--- config.mk ---
export PLATFORM = sky130hd
export DESIGN_NAME = fb_sdram_reader
export DESIGN_NICKNAME = d
export VERILOG_FILES = /design/src/rtl/fb_sdram_reader.sv
export SDC_FILE = /design/constraint.sdc
export NUM_CORES = 1
export LEC_CHECK = 0
export ABC_AREA = 1
export BUFFER_PORTS_ARGS = -buffer_cell sky130_fd_sc_hd__buf_4
export CAP_MARGIN = 20
export CORE_AREA = 2 2 103 105
export DETAILED_ROUTE_END_ITERATION = 10
export DIE_AREA = 0 0 105 107
export HOLD_SLACK_MARGIN = 0.15
export SYNTH_ARGS = -nofsm -noshare
export SYNTH_HDL_FRONTEND = slang
export SYNTH_SLANG_ARGS = --single-unit
--- constraint.sdc ---
create_clock -name sys_clk -period 2.3 [get_ports sys_clk]
set_input_delay 0.115 -clock sys_clk [delete_from_list [all_inputs] [get_ports sys_clk]]
set_output_delay 0.115 -clock sys_clk [all_outputs]
set_load 0.1 [all_outputs]
--- src/rtl/fb_sdram_reader.sv ---
// fb_sdram_reader: Wishbone master that streams one framebuffer frame from
// SDRAM, one 32-bit word per classic read cycle, into the write side of the
// dual-clock pixel FIFO. A fetch is started by a frame_start pulse that is
// already synchronous to sys_clk.
module fb_sdram_reader #(
   parameter int          HDISP     = 800,
   parameter int          VDISP     = 480,
   parameter logic [31:0] BASE_ADDR = 32'h0000_0000
) (
   input  logic        sys_clk,
   input  logic        sys_rst,
   input  logic        frame_start,
   output logic        wshb_cyc,
   output logic        wshb_stb,
   output logic        wshb_we,
   output logic [31:0] wshb_adr,
   output logic [3:0]  wshb_sel,
   output logic [2:0]  wshb_cti,
   output logic [1:0]  wshb_bte,
   input  logic        wshb_ack,
   input  logic [31:0] wshb_dat_sm,
   input  logic        wshb_err,
   input  logic        wshb_rty,
   output logic [31:0] fifo_wdata,
   output logic        fifo_write,
   input  logic        fifo_wfull,
   output logic        busy,
   output logic        overrun
);

   localparam int NWORDS = HDISP * VDISP;
   localparam int IDX_W  = (NWORDS > 1) ? $clog2(NWORDS) : 1;
   localparam logic [IDX_W-1:0] LAST_IDX = IDX_W'(NWORDS - 1);

   typedef enum logic [1:0] {
      IDLE,
      CHECK,
      REQ,
      LAST
   } state_t;

   state_t            state,        state_next;
   logic              cyc_reg,      cyc_next;
   logic              stb_reg,      stb_next;
   logic [31:0]       adr_reg,      adr_next;
   logic [31:0]       wdata_reg,    wdata_next;
   logic              write_reg,    write_next;
   logic              busy_reg,     busy_next;
   logic              overrun_reg,  overrun_next;
   logic [IDX_W-1:0]  idx,          idx_next;
   logic              restart_pend, restart_pend_next;
   logic              restart;

   // Constant bus qualifiers: single-word classic reads with all byte lanes.
   assign wshb_we    = 1'b0;
   assign wshb_sel   = 4'hF;
   assign wshb_cti   = 3'b000;
   assign wshb_bte   = 2'b00;
   assign wshb_cyc   = cyc_reg;
   assign wshb_stb   = stb_reg;
   assign wshb_adr   = adr_reg;
   assign fifo_wdata = wdata_reg;
   assign fifo_write = write_reg;
   assign busy       = busy_reg;
   assign overrun    = overrun_reg;

   // A restart request may be pending from earlier or arrive this very cycle.
   assign restart = restart_pend | frame_start;

   // State and every bus/FIFO output are registered; reset kills any
   // outstanding cycle immediately so no half-finished read can write the FIFO.
   always_ff @(posedge sys_clk or posedge sys_rst) begin
      if (sys_rst) begin
         state        <= IDLE;
         cyc_reg      <= 1'b0;
         stb_reg      <= 1'b0;
         adr_reg      <= BASE_ADDR;
         wdata_reg    <= 32'h0;
         write_reg    <= 1'b0;
         busy_reg     <= 1'b0;
         overrun_reg  <= 1'b0;
         idx          <= '0;
         restart_pend <= 1'b0;
      end else begin
         state        <= state_next;
         cyc_reg      <= cyc_next;
         stb_reg      <= stb_next;
         adr_reg      <= adr_next;
         wdata_reg    <= wdata_next;
         write_reg    <= write_next;
         busy_reg     <= busy_next;
         overrun_reg  <= overrun_next;
         idx          <= idx_next;
         restart_pend <= restart_pend_next;
      end
   end

   // Next-state and next-output logic; only one read is ever in flight, so a
   // non-full FIFO at issue time always has room for the returned word.
   always_comb begin
      state_next        = state;
      cyc_next          = cyc_reg;
      stb_next          = stb_reg;
      adr_next          = adr_reg;
      wdata_next        = wdata_reg;
      write_next        = 1'b0;
      busy_next         = busy_reg;
      overrun_next      = 1'b0;
      idx_next          = idx;
      restart_pend_next = restart_pend;

      case (state)
         IDLE: begin
            if (frame_start) begin
               idx_next          = '0;
               busy_next         = 1'b1;
               restart_pend_next = 1'b0;
               state_next        = CHECK;
            end
         end

         CHECK: begin
            if (frame_start) begin
               overrun_next = 1'b1;
            end
            if (restart_pend) begin
               idx_next          = '0;
               restart_pend_next = 1'b0;
            end else begin
               if (frame_start) begin
                  restart_pend_next = 1'b1;
               end
               if (!fifo_wfull) begin
                  cyc_next   = 1'b1;
                  stb_next   = 1'b1;
                  adr_next   = BASE_ADDR + (32'(idx) << 2);
                  state_next = REQ;
               end
            end
         end

         REQ: begin
            if (frame_start) begin
               overrun_next = 1'b1;
            end
            if (wshb_ack) begin
               cyc_next   = 1'b0;
               stb_next   = 1'b0;
               wdata_next = wshb_dat_sm;
               write_next = 1'b1;
               if (restart) begin
                  idx_next          = '0;
                  restart_pend_next = 1'b0;
                  state_next        = CHECK;
               end else if (idx == LAST_IDX) begin
                  busy_next  = 1'b0;
                  state_next = LAST;
               end else begin
                  idx_next   = idx + IDX_W'(1);
                  state_next = CHECK;
               end
            end else if (wshb_err || wshb_rty) begin
               cyc_next   = 1'b0;
               stb_next   = 1'b0;
               state_next = CHECK;
               if (restart) begin
                  idx_next          = '0;
                  restart_pend_next = 1'b0;
               end
            end else if (frame_start) begin
               restart_pend_next = 1'b1;
            end
         end

         LAST: begin
            if (frame_start) begin
               idx_next          = '0;
               busy_next         = 1'b1;
               restart_pend_next = 1'b0;
               state_next        = CHECK;
            end else begin
               busy_next  = 1'b0;
               state_next = IDLE;
            end
         end

         default: begin
            state_next = IDLE;
         end
      endcase
   end

endmodule

==> flow_summary.toml <==
[floorplan]
die_area_um2 = 11200
initial_core_util_pct = 39.1
die_height_um = 107
die_w_um = 105
io_pins = 118
coreArea_um2 = 10100
rows = 37

[global_route]
antenna_found_initial = 0
grt_pass1_vias = 3309
grt_usage_pct = 17.3
grt_max_degree = 78
overflow = 0
grt_pass1_wl_um = 15600

[drt]
wire_per_inst_um = 12.5
via_count = 3418
drc = 0
routed_via_density = 4.52
ant_nets = 0
first_iter_violations = 123
finalWirelength_um = 9460
dr.pass1.iters = 4

[clock_network]
cts_sinks = 77
clk_pin_slew_worst_paths_ns = 0.08
postCtsSetupBuffers = 0
numCtsBuffers = 9
h-tree-depth = 3
root_buffer = "clkbuf_8"
cts_tree = "done"
clock_path_buffers = 2
clk-insertion-delay-late_ns = 0.35

[placed_design]
place_hpwl_um = 6350
placed_cell_area_um2 = 4690
routabilityCongestion = 0.846
numPortBuffers = 94

[critical_path]
cp.required_ns = 2.59
r2r_setup_slack_ns = 0.27
crit_start = "state[0]$_DFFE_PP0P_"
r2r_start = "state[0]$_DFFE_PP0P_"
critPathMaxFanout = 10
worstPathArrival_ns = 2.32
start_kind = "flip-flop"
worst_setup_path_end_kind = "flip-flop"
critPathKind = "flip-flop to flip-flop"

[outcome]
status = "complete, no violations"

[synth]
synth-seq-cells = 77
synth.avg_cell_area_um2 = 8.06
synth-simple-area-share_pct = 31.1
netlist_instances = 489
ys_seq_area_share_pct = 48.9
synth_top_family_by_area = "simple AND/OR/NAND/NOR gates"
synthXorXnorAreaFrac_pct = 0.667
ys_warn_count = 0
synth-adder-area-share_pct = 1.90
ys_types = 33
synth_area_um2 = 3940
synth_mux_area_share_pct = 1.71
synth-compound-area-share_pct = 5.08

[timing]
max_slew.worst_pin.slew_ns = 0.650
final.period_utilization_pct = 88.3
hold_viol_final = 0
final_max_slew_viol_count = 0
setup_violations = 0
rsz0062_at_grt = "no"
fmax_mhz = 492
finalClockSkew_ns = 0.00691
setup_tns_ns = 0
maxSlewHeadroom_pct = 56.6
period_needed_ns = 2.03

[cells_and_area]
antenna_cells = 0
drive_gt1_share_pct = 24.0
final_nets = 663
final_common_cell = "nand2_1"
final_cell_mix = "192 x nand2_1, 101 x buf_4, 77 x dfrtp_1, 38 x nor2_1, 34 x dlygate4sd3_1"
largest_register_ff_count = 32
areaGrowthSynthToFinish_pct = 32.5
final_cell_area_um2 = 5220
fillers = 955

[pwr]
ir_drop_uv = 1160
p_per_area_nw_per_um2 = 1360
cellLeakagePower_nw = 2.75

[min_path]
hold_class = "input port to flip-flop"
worstHoldStart = "wshb_err"

[flow_run]
max-cap-violations = 0
## layer usage
layer	part of all wire, %	GRT usage [%]	up-vias
met1	45	22.1	1552
met4	2.0	6.38	0
met3	6.5	4.74	17
li1	-	-	1737
met2	46	28.0	112
met5	0	0	-
## where the power goes
part           internal [mW]  leakage (nW)  switching [mW]
combinational          0.830          1.64            3.34
clock                  0.517        0.0902           0.502
sequential              1.68          1.02           0.223
total                   3.03          2.75            4.07
## cell usage after synthesis
cell / instances / share of area [%]
nand2_1: 192 / 18
dfrtp_1: 77 / 49
nor2_1: 38 / 3.6
inv_1: 31 / 3.0
buf_4: 25 / 4.8
o21ai_0: 25 / 3.2
nand3_1: 21 / 2.7
nand3_2: 10 / 2.5
a21oi_1: 9 / 1.1
clkbuf_1: 8 / 0.76
ha_1: 6 / 1.9
mux2_2: 6 / 1.7
nand2_2: 5 / 0.79
inv_2: 4 / 0.38
nand4_1: 4 / 0.63
nor3_1: 4 / 0.51
buf_6: 3 / 0.86
xor2_1: 3 / 0.67
and2_1: 2 / 0.32
conb_1: 2 / 0.19
nand2_4: 2 / 0.57
a31oi_1: 1 / 0.16
buf_1: 1 / 0.095
buf_2: 1 / 0.13
buf_8: 1 / 0.38
clkinv_2: 1 / 0.13
nand3b_1: 1 / 0.19
nand4_2: 1 / 0.32
nor2_2: 1 / 0.16
nor2_8: 1 / 0.51
o21a_1: 1 / 0.19
o21ba_2: 1 / 0.25
o22ai_1: 1 / 0.16
## stage by stage
| step | utilization (%) | setup WS, ns | hold WS, ns | power [mW] | std cells |
|---|---|---|---|---|---|
| after floorplan | - | 0.218 | 0.215 | 5.25 | 510 |
| after global placement | 46.5 | 0.409 | 0.252 | 6.02 | 709 |
| after detailed placement | 46.5 | 0.283 | 0.253 | 6.05 | 709 |
| after CTS | 51.7 | 0.266 | 0.235 | 7.13 | 757 |
| after global routing | 51.7 | 0.0963 | 0.269 | 7.44 | 757 |
| final | 51.7 | 0.269 | 0.252 | 7.10 | 757 |
## final timing paths
check,cells after the start,endpoint
max,10,idx[6]$_DFFE_PP0P_
min,6,wshb_stb$_DFFE_PP0P_
max reg2reg,10,idx[6]$_DFFE_PP0P_
max in group asynchronous,4,busy$_DFFE_PP0P_
min in group asynchronous,4,fifo_wdata[20]$_DFFE_PP0P_
min reg2reg,2,idx[17]$_DFFE_PP0P_
## critical path: stages (launching register included)
cell and delay (ns):
dfrtp_1 0.42, inv_1 0.17, ha_1 0.31, nand2_1 0.14
inv_2 0.08, nand2_1 0.23, inv_2 0.22, o21ai_0 0.11
a21oi_1 0.16, nand3_2 0.08, nand2_1 0.07
## repair_timing
action,in CTS,in global routing
hold buffers,34,0
gates resized for setup,0,0
hold endpoints to repair,110,0
## area by class of cell
type                    count  area [µm²]  share of cell area (%)
multi-input cells         358        1680                    32.2
clock inverters             4        50.0                   0.959
flip-flops and latches     77        1930                    36.9
repair buffers            136        1120                    21.4
clock buffers              10         138                    2.64
well taps                 136         170                    3.26
inverters                  36         136                    2.61
## logic make-up after synthesis
group / Yosys count
and+or+nand+nor: 282
DFF: 77
buffers and inverters: 75
AOI/OAI and AO/OA: 38
adders and majority gates: 6
muxes: 6
xor gates and xnor gates: 3
other: 2
Power figures use the tool's default switching activity.
